### config.mk
export PLATFORM = sky130hd
export DESIGN_NAME = tt_um_sjsu_vga
export DESIGN_NICKNAME = d
export VERILOG_FILES = /design/src/rtl/tt_um_sjsu_vga.sv
export SDC_FILE = /design/constraint.sdc
export NUM_CORES = 1
export LEC_CHECK = 0
export CAP_MARGIN = 0
export CORE_MARGIN = 2
export CORE_UTILIZATION = 62
export DETAILED_ROUTE_END_ITERATION = 8
export PLACE_DENSITY = 0.87
export SYNTH_ARGS = -nofsm -noshare
export SYNTH_HDL_FRONTEND = slang
export SYNTH_SLANG_ARGS = --single-unit
export TNS_END_PERCENT = 100
### constraint.sdc
create_clock -name clk -period 4.1 [get_ports clk]
set_input_delay 0.82 -clock clk [delete_from_list [all_inputs] [get_ports clk]]
set_output_delay 0.82 -clock clk [all_outputs]
set_load 0.005 [all_outputs]
### src/rtl/tt_um_sjsu_vga.sv
// ============================================================================
// Module  : tt_um_sjsu_vga
// Brief   : 640x480@60 VGA generator (25 MHz) drawing a bouncing SJSU-gold
//           64x64 box on blue for the TinyVGA Pmod. Define SJSU_BORDER_EN
//           to add a white one-pixel frame around the active area.
// Revision: 1.0  initial release
// ============================================================================
`default_nettype none

module tt_um_sjsu_vga (
    input  logic [7:0] ui_in,
    output logic [7:0] uo_out,
    input  logic [7:0] uio_in,
    output logic [7:0] uio_out,
    output logic [7:0] uio_oe,
    input  logic       ena,
    input  logic       clk,
    input  logic       rst_n
);

    localparam logic [9:0] H_ACTIVE = 10'd640;
    localparam logic [9:0] H_TOTAL  = 10'd800;
    localparam logic [9:0] HS_START = 10'd656;
    localparam logic [9:0] HS_END   = 10'd751;
    localparam logic [9:0] V_ACTIVE = 10'd480;
    localparam logic [9:0] V_TOTAL  = 10'd525;
    localparam logic [9:0] VS_START = 10'd490;
    localparam logic [9:0] VS_END   = 10'd491;
    localparam logic [9:0] BOX_SIZE = 10'd64;
    localparam logic [9:0] BX_MAX   = 10'd576;
    localparam logic [8:0] BY_MAX   = 9'd416;
    localparam logic [5:0] GOLD_RGB = 6'b11_10_00;
    localparam logic [5:0] BLUE_RGB = 6'b00_00_10;

    logic [9:0] h_q, h_d, v_q, v_d, bx_q, bx_d;
    logic [8:0] by_q, by_d;
    logic       dx_q, dx_d, dy_q, dy_d;
    logic [7:0] uo_q, uo_d;

    logic       invert, pause;
    logic       active, in_box, hsync, vsync;
    logic [9:0] by_ext;
    logic [5:0] rgb;

    assign invert = ui_in[0];
    assign pause  = ui_in[1];
    assign by_ext = {1'b0, by_q};

    always_comb begin
        h_d  = h_q;
        v_d  = v_q;
        bx_d = bx_q;
        by_d = by_q;
        dx_d = dx_q;
        dy_d = dy_q;

        if (h_q == H_TOTAL - 10'd1) begin
            h_d = 10'd0;
            v_d = (v_q == V_TOTAL - 10'd1) ? 10'd0 : v_q + 10'd1;
        end else begin
            h_d = h_q + 10'd1;
        end

        // Move once per frame just after the last visible line, so a new
        // position is never shown partway through a frame.
        if (h_q == 10'd0 && v_q == V_ACTIVE && !pause) begin
            if (dx_q && bx_q == BX_MAX) begin
                dx_d = 1'b0;
                bx_d = BX_MAX - 10'd1;
            end else if (!dx_q && bx_q == 10'd0) begin
                dx_d = 1'b1;
                bx_d = 10'd1;
            end else begin
                bx_d = dx_q ? bx_q + 10'd1 : bx_q - 10'd1;
            end

            if (dy_q && by_q == BY_MAX) begin
                dy_d = 1'b0;
                by_d = BY_MAX - 9'd1;
            end else if (!dy_q && by_q == 9'd0) begin
                dy_d = 1'b1;
                by_d = 9'd1;
            end else begin
                by_d = dy_q ? by_q + 9'd1 : by_q - 9'd1;
            end
        end
    end

    always_comb begin
        active = (h_q < H_ACTIVE) && (v_q < V_ACTIVE);
        in_box = (h_q >= bx_q) && (h_q < bx_q + BOX_SIZE) &&
                 (v_q >= by_ext) && (v_q < by_ext + BOX_SIZE);
        hsync  = !((h_q >= HS_START) && (h_q <= HS_END));
        vsync  = !((v_q >= VS_START) && (v_q <= VS_END));

        rgb = in_box ? GOLD_RGB : BLUE_RGB;
`ifdef SJSU_BORDER_EN
        if (h_q == 10'd0 || h_q == H_ACTIVE - 10'd1 ||
            v_q == 10'd0 || v_q == V_ACTIVE - 10'd1) begin
            rgb = 6'b11_11_11;
        end
`endif
        if (invert) begin
            rgb = ~rgb;
        end
        if (!active) begin
            rgb = 6'b00_00_00;
        end

        // rgb is {R1,R0,G1,G0,B1,B0}; TinyVGA splits MSBs and LSBs by nibble.
        uo_d = {hsync, rgb[0], rgb[2], rgb[4], vsync, rgb[1], rgb[3], rgb[5]};
    end

    always_ff @(posedge clk or negedge rst_n) begin
        if (!rst_n) begin
            h_q  <= 10'd0;
            v_q  <= 10'd0;
            bx_q <= 10'd0;
            by_q <= 9'd0;
            dx_q <= 1'b1;
            dy_q <= 1'b1;
            uo_q <= 8'b1000_1000;
        end else begin
            h_q  <= h_d;
            v_q  <= v_d;
            bx_q <= bx_d;
            by_q <= by_d;
            dx_q <= dx_d;
            dy_q <= dy_d;
            uo_q <= uo_d;
        end
    end

    assign uo_out  = uo_q;
    assign uio_out = 8'h00;
    assign uio_oe  = 8'h00;

    logic unused_inputs;
    assign unused_inputs = &{1'b0, ena, uio_in, ui_in[7:2]};

endmodule

`default_nettype wire

======== Word level (Yosys, flattened, before mapping) ========
Index checks and enable logic that the tools add are counted.
storage, ports and cells
  register bits after elaboration ......... 49
  ROM bits ................................ 0
  output and inout port bits .............. 24
  memories ................................ 0
  latch bits .............................. 0
  logic and storage cells ................. 70
  RAM bits ................................ 0
operators by class
  div/mod/pow operators ................... 0
  multiplexer cells ....................... 15
  shift operators ......................... 0
  magnitude comparators ................... 10
  add/sub/neg operators ................... 8
  $mul .................................... 0
  reduce and logical (&&, ||, !) cells .... 24
  bitwise operators ....................... 1
  eq/ne operators ......................... 5
operator list
  kind                                                                               count
  10-bit two-way mux                                                                 5
  10-bit by 1-bit adder with 10-bit output, second input constant                    3
  10-bit == test, second input constant                                              3
  9-bit two-way mux                                                                  3
  10-bit logical NOT                                                                 2
  10-bit less-than comparator                                                        2
  6-bit two-way mux                                                                  3
  1-bit logical AND                                                                  12
  10-bit by 7-bit adder with 10-bit output, second input constant                    1
  9-bit by 7-bit adder with 10-bit output, second input constant                     1
  10-bit by 9-bit == test with 1-bit output, second input constant                   1
  10-bit >= comparator                                                               1
  10-bit >= comparator, second input constant                                        1
  10-bit by 9-bit >= comparator with 1-bit output                                    1
  10-bit by 9-bit >= comparator with 1-bit output, second input constant             1
  10-bit less-or-equal comparator, second input constant                             1
  10-bit by 9-bit less-or-equal comparator with 1-bit output, second input constant  1
  10-bit less-than comparator, second input constant                                 1
  10-bit by 9-bit less-than comparator with 1-bit output, second input constant      1
  10-bit by 1-bit subtractor with 10-bit output, second input constant               1
  9-bit by 1-bit adder with 9-bit output, second input constant                      1
  9-bit == test, second input constant                                               1
  9-bit logical NOT                                                                  1
  9-bit by 1-bit subtractor with 9-bit output, second input constant                 1
  other kinds (5)                                                                    14

======== Logic depth before layout (Yosys ltp) ========
  depth in word-level cells ............... 9
  depth in mapped cells ................... 10
  gate-level depth less buffers ........... 9

======== Worst setup path before layout ========
Ideal clock, no wire load.
  path kind ............................... register -> register
  start ................................... register dy_q
  end ..................................... register by_q[8]
  setup time .............................. 0.132 ns
  setup slack ............................. 1.798 ns
  data required time ...................... 3.968 ns
  arrival time ............................ 2.170 ns
  stages on the path, launching flop included .. 9
  cells stage by stage .................... dfstp_2 > inv_1 > ha_1 > nor2b_1 > o21ai_0 > a21oi_1 > o41ai_1 > mux2i_1 > o211ai_1
between the ends
  longest elaborated chain between the ends .. 4
RTL lines
  element                 RTL line  RTL
  from (decl)             37        logic dx_q, dx_d, dy_q, dy_d;
  from (signal assigned)  129       dy_q <= dy_d;
  1-bit logical NOT       80        end else if (!dy_q && by_q == 9'd0) begin
  1-bit logical AND       80
  9-bit two-way mux       80
  9-bit two-way mux *     77        if (dy_q && by_q == BY_MAX) begin
  to (signal assigned)    127       by_q <= by_d;
  to (decl)               36        logic [8:0] by_q, by_d;
Mark *: on every way between the ends. The rest lies on a longest branch, timed or not.
A chain may end at the register's enable or synchronous reset.

======== Final worst setup path ========
Ends and elaborated chain as after synthesis.

==> impl_results.md <==
- Synth Cell Area: 0.00378 mm²
- Post-synthesis cell count: 420
- Yosys Warn Count: 0
- Initial antenna violation count: 0
- Worst hold slack: just under 0.5 ns
- Area delta synth->final: 4.00%
- Clk root buf: clkbuf_8
- Class of the worst hold path: register to register
- Final worst-path cycle share: 67.1%
- Pre-CTS setup slack: approximately 1.4 ns
- Max Cap Viol: 0
- Detailed placer's ending HPWL: 5.97 mm
- Number of global-route vias before repair: 2972
- Worst reg2reg setup slack: 1.35 ns
- Clk_lat worst skew: around 0.30 ns
- Die ar.: approximately 0.0067 mm²
- Placed insts: ~490
- Unrepaired setup endpoints after global routing: no
- Async set-or-reset flop fraction in the synthesized netlist: 100%
- First-pass GRT wire length: 13.5 mm
- H-Tree Depth: 2
- Min cycle time layout: 2.75 ns
- Fmax: 364 MHz
- Setup TNS: 0 ns
- Row Count: 28
- Kind of critical path: register to register
- Clock transition at the registers of the reported paths: 0.08 ns
- Syn avg cell area: around 9.0 µm²
- Post-synth top flop: dfrtp_1
- Io pins: 43
- Pwr per Cell Area: roughly 190 mW/mm²
- Top cell type's share of synthesized area: 27.8%
- Total Routing Usage GR: 25.7%
- CTS tree: yes
- Port Buffers: 11
- Leak: 1.92 nW
- Post-CTS Resized: 0
- Initial Util: 63.9%
- Kind of end point of the critical path: register
- Chip Width: 82.1 µm
- Share of cells above drive strength 1: 4.94%
- Fin cells: 500
- Antenna-violating nets left: 0
- Largest net degree at the start of global routing: 47
- Relative slew slack: 31.8%
- Setup bufs post-CTS: 0
- Crit Path Max Fanout: 9
- Pins over their slew limit: 0
- # DRC: 0
- Die span in y: 82.1 µm
- Yosys top cell by area: dfrtp_1
- Final WL: 7.98 mm
- Commonest cells in the synthesized netlist: ha_1, dfrtp_1, inv_1
- N_diodes: 0
- Critical path arrival: roughly 2.9 ns
- Final hold vios: 0
- Wire per inst: 16.0 µm
- Clock Sink Count: 46
- Post-route setup slack: 1.35 ns
- Sequential area share after synthesis: 30.5%
- Slew @ Worst Pin: 1.01 ns
- Num CTS Buffers: 5
- CTS Hold Bufs: 0
- Unique cell type count in the Yosys netlist: 59
- 1st-iter DRT viols: 151
- Core ar.: 0.00592 mm²
- Gr ovfl total: 0
- Worst-case clock skew: 0.00445 ns
- Worst vdd ir: 0.222 mV
- Synth Register Bits: 46
- Via count: 3042
- Top post-synthesis cells by area: dfrtp_1, ha_1, xnor2_1
- Clk buf depth: 2
- Avg Vias per Cell: 6.08
- EDFF count, synth: 0
- Final-report setup violation count: 0
- Startpoint types: register
- GPL Wtd Cong: 0.906
- Worst EP required: roughly 4.3 ns
- Count leader, synth: ha_1
- Pre-antenna DRT Iters: 4
- Nets@finish: 497
- Outcome: completed
==> cells by family (layout without fill, tap and decap cells) <==
family | Yosys count | in the layout | share of synthesized area (%)
xor+xnor | 27 | 27 | 6.25
flops | 46 | 46 | 30.5
buf+inv | 64 | 54 | 8.73
fa+ha+maj | 54 | 54 | 18.2
compound gates | 93 | 93 | 15.4
simple gates | 127 | 127 | 18.6
mux | 8 | 8 | 2.12
other cells | 1 | 16 | 0.0991
==> path summary, 6_finish.rpt <==
check / startpoint / to / cells past startpoint
max: dy_q$_DFFE_PN1P_ / by_q[8]$_DFFE_PN0P_ / 8
min: h_q[0]$_DFF_PN0_ / h_q[0]$_DFF_PN0_ / 1
max reg2reg: dy_q$_DFFE_PN1P_ / by_q[8]$_DFFE_PN0P_ / 8
min reg2reg: h_q[0]$_DFF_PN0_ / h_q[0]$_DFF_PN0_ / 1
max in group asynchronous: rst_n / by_q[4]$_DFFE_PN0P_ / 1
min in group asynchronous: rst_n / h_q[4]$_DFF_PN0_ / 1
==> per-stage QoR <==
stage	cell area (µm²)	util (%)	power [mW]
6_report	3940	66.5	0.762
3_3_place_gp	3840	64.9	0.488
2_1_floorplan	3840	-	0.483
5_1_grt	3940	66.5	0.791
4_1_cts	3940	66.5	0.768
3_5_place_dp	3840	64.9	0.488
==> critical path, cell delays in order, from the launching register on <==
cell	delay, ns
dfstp_2	0.58
inv_1	0.17
ha_1	0.37
nor2b_1	0.14
o21ai_0	0.26
a21oi_1	0.16
o41ai_1	0.55
mux2i_1	0.28
o211ai_1	0.11
==> cell type report <==
type,instances,area [µm²]
well taps,75,93.8
inverters,34,128
clock inverters,1,5.00
flip-flops and latches,46,1160
fillers,419,1980
repair buffers,12,113
clock buffers,7,86.3
multi-input cells,325,2350
==> report_power, final <==
group	internal, mW	total (mW)	switching, mW	leakage [nW]
Clock	0.136	0.283	0.147	0.0482
Combinational	0.00790	0.0233	0.0154	1.34
Sequential	0.455	0.456	0.000886	0.534
==> state kept, by name (all words and copies together) (netlist names) <==
name	count
bx_q	10
h_q	10
v_q	10
by_q	9
uo_out	5
dx_q	1
dy_q	1
==> cell usage in the layout (no fill, tap or decap), types with 3 or more instances in the layout <==
cell	Yosys	layout
a21o_1	6	6
a21oi_1	30	30
and3_1	5	5
and4_1	3	3
clkbuf_8	0	6
clkdlybuf4s50_1	0	10
conb_1	1	16
dfrtp_1	42	42
dfstp_2	4	4
ha_1	52	52
inv_1	34	34
mux2i_1	8	8
nand2_1	30	30
nand2b_1	5	5
nand3_1	13	13
nand4_1	11	11
nor2_1	25	25
nor2b_1	5	5
nor3_1	8	8
nor4_1	3	3
o211ai_1	4	4
o21a_1	4	4
o21ai_0	23	23
o21bai_1	3	3
o22ai_1	4	4
o41ai_1	3	3
or4_1	3	3
xnor2_1	20	20
xor2_1	7	7
==> routing by layer <==
metal,part of all wire (%),track usage [%],routed length (µm),up-vias
met5,0,0,0,-
met4,2.0,7.50,157,0
met3,3.9,4.57,315,20
met2,49,43.6,3900,88
met1,45,33.8,3610,1461
li1,-,-,-,1473
Power figures use the tool's default switching activity.
